## config.mk

```make
export PLATFORM = sky130hd
export DESIGN_NAME = alu_div_sequencer
export DESIGN_NICKNAME = d
export VERILOG_FILES = /design/src/rtl/alu_div_sequencer.sv
export SDC_FILE = /design/constraint.sdc
export NUM_CORES = 1
export LEC_CHECK = 0
export ABC_AREA = 1
export BUFFER_PORTS_ARGS = -buffer_cell sky130_fd_sc_hd__buf_2
export CELL_PAD_IN_SITES_DETAIL_PLACEMENT = 0
export CELL_PAD_IN_SITES_GLOBAL_PLACEMENT = 1
export CORE_UTILIZATION = 40
export DETAILED_ROUTE_END_ITERATION = 10
export PLACE_DENSITY_LB_ADDON = 0.08
export SLEW_MARGIN = 25
export SYNTH_ARGS = -nofsm -noshare
export SYNTH_HDL_FRONTEND = slang
export SYNTH_SLANG_ARGS = --single-unit
```

## constraint.sdc

```tcl
create_clock -name clk -period 2.1 [get_ports clk]
set_input_delay 0 -clock clk [delete_from_list [all_inputs] [get_ports clk]]
set_output_delay 0 -clock clk [all_outputs]
set_load 0.005 [all_outputs]
```

## src/rtl/alu_div_sequencer.sv

```systemverilog
// Multi-cycle RV32M divide/remainder sequencer. It runs a 32-step restoring division and
// borrows the shared EX-stage ALU for every subtraction and negation.
module alu_div_sequencer #(
  parameter int          XLEN      = 32,
  parameter logic [3:0]  ALU_SUB   = 4'b0111,
  parameter logic [2:0]  SUB_FUNCT = 3'b000
) (
  input  logic            clk,
  input  logic            reset,
  input  logic            start,
  input  logic [2:0]      funct3,
  input  logic [XLEN-1:0] dividend,
  input  logic [XLEN-1:0] divisor,
  input  logic            flush,
  output logic            busy,
  output logic            stall,
  output logic            done,
  output logic [XLEN-1:0] result,
  output logic            alu_owner,
  output logic [XLEN-1:0] alu_op1,
  output logic [XLEN-1:0] alu_op2,
  output logic [3:0]      alu_cntl,
  output logic [2:0]      alu_funct,
  input  logic [XLEN-1:0] alu_result
);

  typedef enum logic [2:0] {IDLE, PRE_A, PRE_B, ITER, POST, DONE} state_t;

  state_t          state, state_nx;
  logic [XLEN-1:0] a_reg, d_reg, d_abs, rem, q, result_q;
  logic            sign_op, want_rem;
  logic [4:0]      cnt;

  logic            rem_hi, ge, neg_post, div_zero, accept;
  logic [XLEN-1:0] rem_lo, x_sel;

  // Only the divide group (funct3[2]=1) is a valid request.
  assign accept   = start & funct3[2];
  // 33-bit partial remainder: rem_hi is the bit shifted out of rem.
  assign rem_hi   = rem[XLEN-1];
  assign rem_lo   = {rem[XLEN-2:0], q[XLEN-1]};
  assign ge       = rem_hi | (rem_lo >= d_abs);
  assign x_sel    = want_rem ? rem : q;
  assign div_zero = (d_reg == '0);
  assign neg_post = want_rem ? (sign_op & a_reg[XLEN-1])
                             : (sign_op & (a_reg[XLEN-1] ^ d_reg[XLEN-1]) & ~div_zero);
  assign result   = result_q;
  assign stall    = (accept & (state == IDLE)) | busy;

  always_comb begin
    state_nx  = state;
    busy      = 1'b0;
    done      = 1'b0;
    alu_owner = 1'b0;
    alu_op1   = '0;
    alu_op2   = '0;
    alu_cntl  = '0;
    alu_funct = '0;
    case (state)
      IDLE:  if (accept && !flush) state_nx = PRE_A;
      PRE_A: begin
        busy = 1'b1; alu_owner = 1'b1; alu_op2 = a_reg; state_nx = PRE_B;
      end
      PRE_B: begin
        busy = 1'b1; alu_owner = 1'b1; alu_op2 = d_reg; state_nx = ITER;
      end
      ITER: begin
        busy = 1'b1; alu_owner = 1'b1; alu_op1 = rem_lo; alu_op2 = d_abs;
        if (cnt == 5'd0) state_nx = POST;
      end
      POST: begin
        busy = 1'b1; alu_owner = 1'b1; alu_op2 = x_sel; state_nx = DONE;
      end
      DONE: begin
        done = 1'b1; state_nx = IDLE;
      end
      default: state_nx = IDLE;
    endcase
    if (alu_owner) begin
      alu_cntl  = ALU_SUB;
      alu_funct = SUB_FUNCT;
    end
    // A kill aborts any in-flight operation; the DONE cycle is already committed.
    if (flush && state != IDLE && state != DONE) state_nx = IDLE;
  end

  always_ff @(posedge clk) begin
    if (reset) begin
      state    <= IDLE;
      a_reg    <= '0;
      d_reg    <= '0;
      d_abs    <= '0;
      rem      <= '0;
      q        <= '0;
      result_q <= '0;
      sign_op  <= 1'b0;
      want_rem <= 1'b0;
      cnt      <= '0;
    end else begin
      state <= state_nx;
      case (state)
        IDLE: if (accept && !flush) begin
          a_reg    <= dividend;
          d_reg    <= divisor;
          sign_op  <= ~funct3[0];
          want_rem <= funct3[1];
        end
        PRE_A: begin
          q   <= (sign_op & a_reg[XLEN-1]) ? alu_result : a_reg;
          rem <= '0;
        end
        PRE_B: begin
          d_abs <= (sign_op & d_reg[XLEN-1]) ? alu_result : d_reg;
          cnt   <= 5'd31;
        end
        ITER: begin
          rem <= ge ? alu_result : rem_lo;
          q   <= {q[XLEN-2:0], ge};
          cnt <= cnt - 5'd1;
        end
        POST: if (!flush) begin
          if (div_zero) result_q <= want_rem ? a_reg : '1;
          else          result_q <= neg_post ? alu_result : x_sel;
        end
        default: ;
      endcase
    end
  end

endmodule

```

==> impl_metrics.yaml <==
status:
  outcome: "finished, violations left"
  failed_checks: "negative setup slack"
cts:
  clk_latency_ns: 0.54
  cts_made_buffers: 25
  cts-root-buf: "clkbuf_16"
  cts_tree: "built"
  clk_pin_slew_ns: 0.06
  cts_sinks: 202
  htreeDepth: 1
  clock_path_buffers: 3
global_route:
  grt_max_degree: 129
  gr-usage-all-layers_pct: 30.24
  antenna_found_initial: 0
  grt-ovfl-total: 0
  grt_pass1_vias: 12201
  grt_pass1_wl_um: 69040
pwr:
  ir_drop_mv: 0.9840
  cellPowerDensity_mw_per_mm2: 855.8
  p_total_mw: 13.79
  power_leakage_nw: 6.920
timing:
  setup_viol: 2
  fin_crit_sh_pct: 100.5
  period_needed_ns: 2.110
  worst_slack_ns: -0.01022
  tightest_slew_ns: 0.8039
  fmax_ghz: 0.4739
  tns_ns: -0.01804
  hold_viol_final: 0
  rsz0062_at_grt: "yes"
  maxSlewHeadroom_pct: 46.40
  finClkSkew_ns: 0.02731
  hold-worst-slack_ns: 0.08257
  slew_viol_final: 0
critical_path:
  crit_top_cell: "nand2_1"
  critPathMaxFanout: 5
  startpoint_type: "flop"
  critical_path.max_stage_delay_ns: 0.33
  cp.arrival_ns: 2.49
  path_class: "flop to flop"
  endpoint_kind: "flop"
  worst_ep_required_time_ns: 2.48
  cp_slowest_cell: "dfxtp_2"
  cp_cell_sequence: "inv_2, ha_4, a21o_1, nor2_2, nand2_1, nor2_1, nand2_1, nand2_1, nand2_2, nand2_4, buf_6, clkbuf_16, nand2_1, nand2_1, a21oi_1"
yosys:
  yosys_warnings: 0
  synth_top_area_cell: "dfxtp_1"
  ys_ff_latch: 202
  async_flop_share_pct: 0
  synth_area_per_cell_um2: 6.831
  synthTopCellsByArea: "dfxtp_1 35%, nand2_1 12%, a21oi_1 8.9%, inv_1 6.9%, o21ai_0 5.8%"
  synth_ff_type: "dfxtp_1"
  yosysSeqAreaShare_pct: 34.90
  synth_edf_count: 0
  netlist.area_leader.share_pct: 34.90
  synth_cells: 1696
  ys_types: 35
  syn-cell-area_mm2: 0.01159
placed_design:
  pre_cts_ws_ns: -0.1110
  dp_hpwl_um: 29280
  numPortBuffers: 205
  placed_area_mm2: 0.01316
  gp_congestion: 0.8264
  place_inst: 2206
floorplan:
  die_h_um: 172.2
  rows: 61
  die_area_mm2: 0.02965
  design.core.area_mm2: 0.02816
  die_x_um: 172.2
  start_util_pct: 41.14
  io_pins: 210
routing:
  drc: 0
  dr.pass1.iters: 8
  wl_um: 47430
  dr.first_iter.drc_count: 1255
  via_count: 13143
  ant_nets: 0
  wl_per_cell_um: 19.85
  vias_per_cell: 5.501
worst_hold_path:
  min_path_type: "input pin to flop"
cells_and_area:
  diodes: 0
  area_growth_pct: 39.10
  final_core_util_pct: 57.23
  design_area_mm2: 0.01612
  drive_gt1_share_pct: 27.05
  final_cell_mix: "338 x nand2_1, 204 x buf_2, 198 x inv_1"
  final_common_cell: "nand2_1"
  stdcell_count: 2389
  n_fill_cell: 2783
  multi_input_area_mm2: 0.006548
  seq_area_mm2: 0.004078
  nets: 2129
run:
  cap_violations: 0
## layer usage
layer / vias up / share of wire [%] / track usage [%]
met3: 83 / 7.1 / 3.960
met5: - / 0 / 0
met2: 575 / 46 / 49.28
met1: 6216 / 44 / 41.58
met4: 0 / 2.8 / 8.503
li1: 6269 / - / -
## area by class of cell
type | count | area share [%]
flip-flops and latches | 202 | 25.30
clock buffers | 41 | 4.875
repair inverters | 1 | 0.03882
clock inverters | 5 | 0.1941
repair buffers | 397 | 20.19
inverters | 248 | 5.838
well taps | 378 | 2.935
multi-input cells | 1117 | 40.63
## worst max-delay path: cells and delay by family, from the launching register on
kind | cells | cell delay, ns
buf+inv | 3 | 0.35
flops | 1 | 0.33
simple gates | 9 | 0.81
fa+ha+maj | 1 | 0.22
compound gates | 2 | 0.21
## power by group
part | switching [mW] | leakage, nW | internal, mW | total (mW)
clock network | 1.77 | 0.403 | 2.54 | 4.31
logic | 3.22 | 4.87 | 1.86 | 5.08
registers | 0.212 | 1.65 | 4.19 | 4.40
total | 5.20 | 6.92 | 8.59 | 13.8
## synthesized netlist by cell type, types with 2 or more instances
library cell / instances
nor2_4: 31
o221ai_1: 58
nand3_1: 73
ha_1: 34
inv_2: 34
a211oi_1: 2
o211ai_1: 2
a31oi_1: 35
nor2_2: 6
buf_6: 6
o21ai_0: 134
a22oi_1: 27
buf_8: 3
a221o_1: 4
nand2_1: 381
a21o_1: 2
buf_1: 7
buf_2: 17
clkbuf_1: 90
a221oi_1: 30
dfxtp_1: 202
o22ai_1: 4
a21oi_1: 205
nor2_1: 69
buf_4: 9
inv_1: 214
nand4_1: 8
nor3_1: 2
## final timing paths
path / start / endpoint / slack (ns) / cells past startpoint
worst max-delay path: d_abs[15] / rem[0] / -0.01 / 15
worst min-delay path: funct3[2] / d_reg[20] / 0.08 / 6
worst max register to register: d_abs[15] / rem[0] / -0.01 / 15
worst min register to register: result[10] / result[10] / 0.46 / 2
## cell families after synthesis
group                      Yosys count  synth area share (%)
buffers and inverters              380                 13.47
AOI/OAI and AO/OA                  507                 26.17
and+or+nand+nor                    572                 21.76
DFF                                202                 34.90
adders and majority gates           34                 3.672
other                                1               0.03237
## what timing repair did
item / 4_1_cts / 5_1_grt
hold buffers: 105 / 0
pin swaps: 12 / 46
endpoints found under the setup margin: 56 / 91
endpoints found under the hold margin: 173 / 0
gates cloned: 4 / 8
buffers inserted: 10 / 12
gates resized for setup: 32 / 149
Note: power is estimated with default switching activity, not from simulation.
